===== src/rtl/line_matrix_pkg.sv =====
// rtl/line_matrix_pkg.sv - shared widths, source codes and FSM states for line_matrix and its loader
package line_matrix_pkg;

  typedef enum logic [1:0] {IDLE, DRIVE, DONE} lm_state_t;

  function automatic int sel_width(input int num_inputs);
    return $clog2(num_inputs + 2);
  endfunction

  function automatic int osel_width(input int num_outputs);
    return (num_outputs > 1) ? $clog2(num_outputs) : 1;
  endfunction

  // Constant sources sit just above the physical input codes.
  function automatic int code_const0(input int num_inputs);
    return num_inputs;
  endfunction

  function automatic int code_const1(input int num_inputs);
    return num_inputs + 1;
  endfunction

endpackage


===== src/rtl/line_matrix_loader_table.sv =====
// rtl/line_matrix_loader_table.sv - shadow/active routing tables with write check, snapshot and readback
module line_matrix_table
  import line_matrix_pkg::*;
#(
  parameter int NUM_INPUTS  = 8,
  parameter int NUM_OUTPUTS = 10,
  parameter int SEL_W       = sel_width(NUM_INPUTS),
  parameter int OSEL_W      = osel_width(NUM_OUTPUTS)
) (
  input  logic              clk,
  input  logic              rst,
  input  logic              wr_en,
  input  logic [OSEL_W-1:0] wr_addr,
  input  logic [SEL_W-1:0]  wr_data,
  output logic              wr_err,
  input  logic [OSEL_W-1:0] rd_addr,
  output logic [SEL_W-1:0]  rd_data,
  input  logic              snap,
  input  logic [OSEL_W-1:0] act_addr,
  output logic [SEL_W-1:0]  act_code,
  output logic [SEL_W-1:0]  first_code
);

  localparam logic [SEL_W-1:0] CODE_ZERO = SEL_W'(code_const0(NUM_INPUTS));
  localparam int               MAX_CODE  = code_const1(NUM_INPUTS);

  logic [SEL_W-1:0] shadow      [NUM_OUTPUTS];
  logic [SEL_W-1:0] shadow_next [NUM_OUTPUTS];
  logic [SEL_W-1:0] active      [NUM_OUTPUTS];
  logic             wr_ok;

  assign wr_ok = wr_en && (32'(wr_addr) < NUM_OUTPUTS) && (32'(wr_data) <= MAX_CODE);

  // The snapshot copies the write-merged view so a same-cycle write is included.
  always_comb begin
    for (int i = 0; i < NUM_OUTPUTS; i++) begin
      shadow_next[i] = shadow[i];
      if (wr_ok && (32'(wr_addr) == i))
        shadow_next[i] = wr_data;
    end
  end

  assign act_code   = (32'(act_addr) < NUM_OUTPUTS) ? active[act_addr] : CODE_ZERO;
  assign first_code = shadow_next[0];

  always_ff @(posedge clk) begin
    if (rst) begin
      for (int i = 0; i < NUM_OUTPUTS; i++) begin
        shadow[i] <= CODE_ZERO;
        active[i] <= CODE_ZERO;
      end
      wr_err  <= 1'b0;
      rd_data <= CODE_ZERO;
    end else begin
      for (int i = 0; i < NUM_OUTPUTS; i++) begin
        shadow[i] <= shadow_next[i];
        if (snap)
          active[i] <= shadow_next[i];
      end
      wr_err  <= wr_en && !wr_ok;
      rd_data <= (32'(rd_addr) < NUM_OUTPUTS) ? shadow[rd_addr] : CODE_ZERO;
    end
  end

endmodule


===== src/rtl/line_matrix_loader.sv =====
// rtl/line_matrix_loader.sv - walks the routing table onto the line_matrix select interface
module line_matrix_loader
  import line_matrix_pkg::*;
#(
  parameter int NUM_INPUTS    = 8,
  parameter int NUM_OUTPUTS   = 10,
  parameter int SETTLE_CYCLES = 2,
  parameter int AUTO_LOAD     = 1,
  parameter int SEL_W         = sel_width(NUM_INPUTS),
  parameter int OSEL_W        = osel_width(NUM_OUTPUTS)
) (
  input  logic              clk,
  input  logic              rst,
  input  logic              wr_en,
  input  logic [OSEL_W-1:0] wr_addr,
  input  logic [SEL_W-1:0]  wr_data,
  output logic              wr_err,
  input  logic [OSEL_W-1:0] rd_addr,
  output logic [SEL_W-1:0]  rd_data,
  input  logic              commit,
  output logic              busy,
  output logic              done,
  output logic [OSEL_W-1:0] output_select,
  output logic [SEL_W-1:0]  input_select,
  output logic              sel_valid
);

  localparam int                CNT_W     = $clog2(SETTLE_CYCLES + 1);
  localparam logic [CNT_W-1:0]  CNT_LAST  = CNT_W'(SETTLE_CYCLES - 1);
  localparam logic [OSEL_W-1:0] IDX_LAST  = OSEL_W'(NUM_OUTPUTS - 1);
  localparam logic [SEL_W-1:0]  CODE_ZERO = SEL_W'(code_const0(NUM_INPUTS));

  lm_state_t         state;
  logic [OSEL_W-1:0] index;
  logic [OSEL_W-1:0] next_index;
  logic [CNT_W-1:0]  settle_cnt;
  logic              pending;
  logic              auto_go;
  logic              start;
  logic [SEL_W-1:0]  act_code;
  logic [SEL_W-1:0]  first_code;

  assign next_index = index + 1'b1;
  assign start = ((state == IDLE) && (commit || auto_go)) ||
                 ((state == DONE) && (commit || pending));

  line_matrix_table #(
    .NUM_INPUTS (NUM_INPUTS),
    .NUM_OUTPUTS(NUM_OUTPUTS),
    .SEL_W      (SEL_W),
    .OSEL_W     (OSEL_W)
  ) u_table (
    .clk       (clk),
    .rst       (rst),
    .wr_en     (wr_en),
    .wr_addr   (wr_addr),
    .wr_data   (wr_data),
    .wr_err    (wr_err),
    .rd_addr   (rd_addr),
    .rd_data   (rd_data),
    .snap      (start),
    .act_addr  (next_index),
    .act_code  (act_code),
    .first_code(first_code)
  );

  always_ff @(posedge clk) begin
    if (rst) begin
      state         <= IDLE;
      index         <= '0;
      settle_cnt    <= '0;
      pending       <= 1'b0;
      auto_go       <= (AUTO_LOAD != 0);
      busy          <= 1'b0;
      done          <= 1'b0;
      sel_valid     <= 1'b0;
      output_select <= '0;
      input_select  <= CODE_ZERO;
    end else begin
      done <= 1'b0;
      if (start) begin
        // Pair 0 comes straight from the merged shadow, as the active copy lands this same edge.
        state         <= DRIVE;
        index         <= '0;
        settle_cnt    <= '0;
        pending       <= 1'b0;
        auto_go       <= 1'b0;
        busy          <= 1'b1;
        sel_valid     <= 1'b1;
        output_select <= '0;
        input_select  <= first_code;
      end else begin
        case (state)
          IDLE: ;
          DRIVE: begin
            if (commit)
              pending <= 1'b1;
            if (settle_cnt == CNT_LAST) begin
              settle_cnt <= '0;
              if (index == IDX_LAST) begin
                state     <= DONE;
                busy      <= 1'b0;
                done      <= 1'b1;
                sel_valid <= 1'b0;
              end else begin
                index         <= next_index;
                output_select <= next_index;
                input_select  <= act_code;
              end
            end else begin
              settle_cnt <= settle_cnt + 1'b1;
            end
          end
          DONE:    state <= IDLE;
          default: state <= IDLE;
        endcase
      end
    end
  end

endmodule


===== config.mk =====
export PLATFORM = sky130hd
export DESIGN_NAME = line_matrix_loader
export DESIGN_NICKNAME = d
export VERILOG_FILES = /design/src/rtl/line_matrix_pkg.sv /design/src/rtl/line_matrix_loader_table.sv /design/src/rtl/line_matrix_loader.sv
export SDC_FILE = /design/constraint.sdc
export NUM_CORES = 1
export LEC_CHECK = 0
export CAP_MARGIN = 40
export CORE_ASPECT_RATIO = 0.6
export CORE_MARGIN = 2
export CORE_UTILIZATION = 45
export CTS_BUF_LIST = sky130_fd_sc_hd__clkbuf_4 sky130_fd_sc_hd__clkbuf_8
export DETAILED_ROUTE_END_ITERATION = 10
export GPL_ROUTABILITY_DRIVEN = 1
export SLEW_MARGIN = 20
export SYNTH_ARGS = -nofsm -noshare
export SYNTH_HDL_FRONTEND = slang
export SYNTH_SLANG_ARGS = --single-unit

===== constraint.sdc =====
create_clock -name clk -period 4.3 [get_ports clk]
set_clock_uncertainty 0.1 [all_clocks]
set_input_delay 0.43 -clock clk [delete_from_list [all_inputs] [get_ports clk]]
set_output_delay 0.43 -clock clk [all_outputs]
set_load 0.02 [all_outputs]

* Word level (Yosys, flattened, before mapping) *
Memories as Yosys holds them, arrays and structs flattened. A register that Yosys moved wholly into a read port is not among the register bits.
Cells that the tools add are included.
W data, S select, Z words.

word-level totals
  register bits after elaboration = 17
  input port bits = 16
  word-level logic and storage cells = 146
  memories kept = 2
  RAM bits = 80

cells by class
  order comparisons = 4
  eq/ne operators = 19
  multiplexer cells = 51
  reduce and logical (&&, ||, !) cells = 33
  add/sub/neg operators = 2
  bitwise gates (word level) = 25

memories
  name            words  width  read ports  clocked after Yosys merged registers in  wr ports  line                            source
  u_table.active  10     4      1           0                                        10        line_matrix_loader_table.sv:29  logic [SEL_W-1:0] active [NUM_OUTPUTS];
  u_table.shadow  10     4      11          1                                        10        line_matrix_loader_table.sv:27  logic [SEL_W-1:0] shadow [NUM_OUTPUTS];

operators with widths
  kind                   number
  $mux W4                35
  $or A1 B1 Y1           20
  $eq A4 B3 Y1 const B   4
  $logic_and A1 B1 Y1    15
  $reduce_and A3 Y1      5
  $eq A4 B4 Y1 const B   3
  $lt A4 B4 Y1 const B   3
  $mux W1                12
  $eq A4 B2 Y1 const B   2
  $ne A2 B2 Y1 const B   4
  $mux W2                3
  $ne A3 B3 Y1 const B   2
  $reduce_bool A2 Y1     3
  $not A1 Y1             5
  $add A4 B1 Y4 const B  1
  $eq A2 B1 Y1 const B   2
  $eq A4 B1 Y1 const B   1
  $le A4 B4 Y1 const B   1
  $logic_not A4 Y1       1
  $pmux W2 S2            1
  $reduce_or A2 Y1       2
  $reduce_or A4 Y1       1
  $logic_or A1 B1 Y1     3
  $add A2 B1 Y2 const B  1
  other kinds (4)        4

* Depth between registers and ports, before layout *
  word-level depth = 7
  mapped depth = 8

* Modules after synthesis *
From an unflattened synthesis, not the netlist that was laid out.

second synthesis, totals
  cells, all modules = 473
  area total of the unflattened synthesis = 5019.8 um2

by module, submodules not included
  module              cells each  instances  area an instance (um2)
  line_matrix_table   398         1          4311.6
  line_matrix_loader  75          1          708.2

* Least setup slack after synthesis *
OpenSTA, ideal clock, no wires.

  path kind = flip-flop to flip-flop
  from = register index[1]
  to = register input_select[3]
  period minus slack after synthesis = 2174 ps
  setup slack = 2126 ps
  cell stages (with the launch flop) = 6
  library setup time = 142 ps
  path buffers = 0
  data arrival time = 1933 ps
  path through = dfxtp_1 > ha_1 > xor2_4 > mux4_2 > o2111ai_1 > a32oi_1

between the ends
  word-level cells in the longest chain between the ends = 7

ends and longest elaborated chain
  what                                                   line                            source
  start, declared                                        line_matrix_loader.sv:34        logic [OSEL_W-1:0] index;
  start signal, assigned                                 line_matrix_loader.sv:106       index <= next_index;
  $add A4 B1 Y4                                          line_matrix_loader.sv:43        assign next_index = index + 1'b1;
  $mem_v2 Z10 W4 / $lt A4 B4 Y1 (equally long branches)  --
  $mux W4                                                line_matrix_loader_table.sv:43  assign act_code = (32'(act_addr) < NUM_OUTPUTS) ? active[act_addr] : CODE_ZERO;
  $mux W4                                                line_matrix_loader.sv:100       if (index == IDX_LAST) begin
  $mux W4                                                line_matrix_loader.sv:98        if (settle_cnt == CNT_LAST) begin
  $mux W4                                                line_matrix_loader.sv:93        case (state)
  $mux W4                                                line_matrix_loader.sv:81        if (start) begin
  end signal, assigned                                   line_matrix_loader.sv:91        input_select <= first_code;
  end signal, assigned                                   line_matrix_loader.sv:108       input_select <= act_code;
  end, declared                                          line_matrix_loader.sv:24        output logic [SEL_W-1:0] input_select,

Parallel ways exist; a longest one is shown, timed or not. The select of a mux whose other input is x is not followed.
A chain may end at the register's enable or synchronous reset.

* Final worst setup path *
  from = register index[1]
  to = register input_select[0]

Same word-level chain as after synthesis.

==> impl_metrics.yaml <==
floorplan:
  fp.dieArea_sq_um: 10750
  die_w_microns: 132.6
  die_y_microns: 81.13
  pin_count: 32
  initial_core_util_pct: 45.81
  core_area_sq_um: 9739
  num_rows: 28
status:
  status: "completed"
global_routing:
  use_met3_pct: 6.554
  use_met2_pct: 26.42
  overflow: 0
  grt_pass1_vias: 2718
  grtUsageMet1_pct: 32.76
  grt-busiest-layer: "met1"
  grt_max_degree: 48
  grt_use_total_pct: 20.60
  antenna_found_initial: 0
  grt_pass1_wl_mm: 16.10
finish:
  fin_util_pct: 51.95
  fin_nets: 427
  postLayoutCellArea_sq_um: 5060
  final_cell_mix: "nor2_1, dfxtp_1, mux2i_1"
  diodes: 0
  final_common_cell: "nor2_1"
  area_growth_pct: 13.40
  drive_above_1_share_pct: 9.662
cts:
  root_buffer: "clkbuf_8"
  cts_hold_buf: 0
  insertion_delay_ps: 370
  cts_tree: "done"
  post-cts-setup-buffer-count: 0
  clock-sinks: 101
  clk_pin_slew_worst_paths_ps: 90
  cts.repair.resized: 0
  clock_path_buffers: 2
  cts-buffers-inserted: 9
  cts_max_level: 3
routing:
  drt_first_iter_violations: 248
  ant_nets: 0
  via_per_inst: 5.348
  wire_per_inst_microns: 18.75
  drcViolationCount: 0
  first_pass_iters: 5
  num_vias: 2936
  wl_mm: 10.30
synth:
  synthAdderAreaFrac_pct: 0.5609
  syn_inst: 388
  ys_seq_elements: 101
  synth.avg_cell_area_sq_um: 11.50
  synthDistinctLibCells: 43
  seq_area_frac_synth_pct: 54.29
  synth_compound_area_share_pct: 5.665
  synth-main-ff-cell: "dfxtp_1"
  synth.area.mux_share_pct: 20.08
  synth_top_family_by_area: "multiplexers"
  synth_nets: 406
  yosys.area_share.xor_xnor_pct: 1.823
  synth_area_sq_um: 4462
  yosys.area_share.simple_pct: 14.58
  synthArstFlopShare_pct: 0
  yosys_warnings: 0
  synth-edff-count: 40
critical_path:
  crit_fanout: 14
  r2r-start: "index[1]"
  rr_worst_depth: 7
  crit_arrival_ps: 2970
  r2r_slack_ps: 1530
  crit_chain: "inv_1, ha_1, mux2i_1, mux4_1, nand2_1, o2111ai_1, o211ai_1"
  worst_path_max_delay_cell: "ha_1"
  slowest_delay_ps: 810
  cp-end-kind: "register"
  worstReg2RegEnd: "input_select[0]"
  crit_path_start: "index[1]"
  startpoint_type: "register"
  worstSetupPathType: "reg -> reg"
  worstPathRequired_ps: 4500
  crit_buf_inv: 1
  critPathTopFamily: "multiplexers"
timing:
  period_share_pct: 64.52
  fmax_mhz: 360.4
  finalHoldViolations: 0
  finalCriticalPeriod_ps: 2774
  setup_tns_ps: 0
  setup_violations: 0
  hold_ws_ps: 382.7
  rsz0062_at_grt: "no"
  worst_slew_pin_slew_ps: 798.8
  relSlewSlack_pct: 46.75
  drv_slew: 0
pwr:
  vdd_drop_max_mv: 0.1649
  power_density_nw_per_um2: 357.8
  p_total_mw: 1.810
  p_leak_nw: 2.091
worst_hold_path:
  hold_path.class: "reg -> reg"
  min_from: "pending"
  hold_path_end: "pending"
  whs_path_depth: 2
flow_run:
  maxCapViolations: 0
place:
  hpwl_mm: 7.304
  dpl-instance-area_sq_um: 4860
  io_buffers: 31
  gp_congestion: 0.8105
[synthesized netlist by cell type (all sizes together) (2+ instances only)]
cell     instances  area [sq um]
clkbuf          21         80.07
a21oi            8         40.04
xor2             3         63.81
nor2            71         266.5
mux2             3         33.78
nand2           28         105.1
mux4            12         281.5
ha               2         25.02
xnor2            2         17.52
nand2b          14         87.58
mux2i           58         580.6
o2111ai          4         35.03
or2              2         12.52
a21o             2         15.01
edfxtp          40          1201
o211ai           3         22.52
dfxtp           61          1221
a211oi          11         82.58
buf              5         38.78
nor3             2         10.01
o21ai            2         10.01
nor2b           11         68.82
inv              4         15.01
o21a             2         15.01
a32oi            2         17.52
nand3            5         25.02
[routing by layer]
layer | part of all wire (%) | routed length, microns | up-vias
li1 | - | - | 1412
met1 | 54 | 5536 | 1413
met2 | 38 | 3922 | 102
met3 | 7.4 | 757 | 9
met4 | 0.77 | 79 | 0
met5 | 0 | 0 | -
[per-stage QoR]
stage | setup slack, ps | instances
after floorplan | 2126 | 388
after global placement | 1377 | 533
after detailed placement | 1339 | 533
after CTS | 1488 | 549
after global routing | 1310 | 549
final | 1526 | 549
[worst register-to-register path, stage by stage (launching register included)]
cell       delay (ps)
dfxtp_1           490
inv_1              80
ha_1              810
mux2i_1           290
mux4_1            600
nand2_1            90
o2111ai_1         110
o211ai_1          130
[kinds of logic after synthesis]
kind of cell,count (synthesis)
adder cells (fa/ha/maj),2
AND/OR/NAND/NOR,141
multiplexers,73
XOR/XNOR,5
buffers and inverters,30
AO/OA/AOI/OAI,36
flip-flops,101
[worst max-delay path by stage]
stage	to	slack [ps]	depth (start not counted)
floorplan	input_select[3]	2130	5
global placement	u_table.active[7][2]	1380	6
detailed placement	u_table.active[7][3]	1340	6
CTS	input_select[0]	1490	7
global route	input_select[0]	1310	7
finish	input_select[0]	1530	7
[flip-flops by register name, indices dropped and copies added, names as in the netlist]
signal,flops
u_table.active,40
u_table.shadow,40
index,4
input_select,4
u_table.rd_data,4
settle_cnt,2
state,2
auto_go,1
done,1
pending,1
sel_valid,1
u_table.wr_err,1
[layout make-up]
class,instances,area (sq um)
clock buffers,12,152.6
clock inverters,4,47.55
fillers,871,4679
inverters,4,15.01
multi-input cells,257,1906
flip-flops and latches,101,2422
well taps,135,168.9
repair buffers,36,347.8
[report_power, final]
group | internal, mW | switching (mW) | leakage (nW)
Clock | 0.296 | 0.319 | 0.103
Sequential | 1.03 | 0.0119 | 0.905
Combinational | 0.0578 | 0.0978 | 1.08
Total | 1.38 | 0.429 | 2.09
Power figures use the tool's default switching activity.
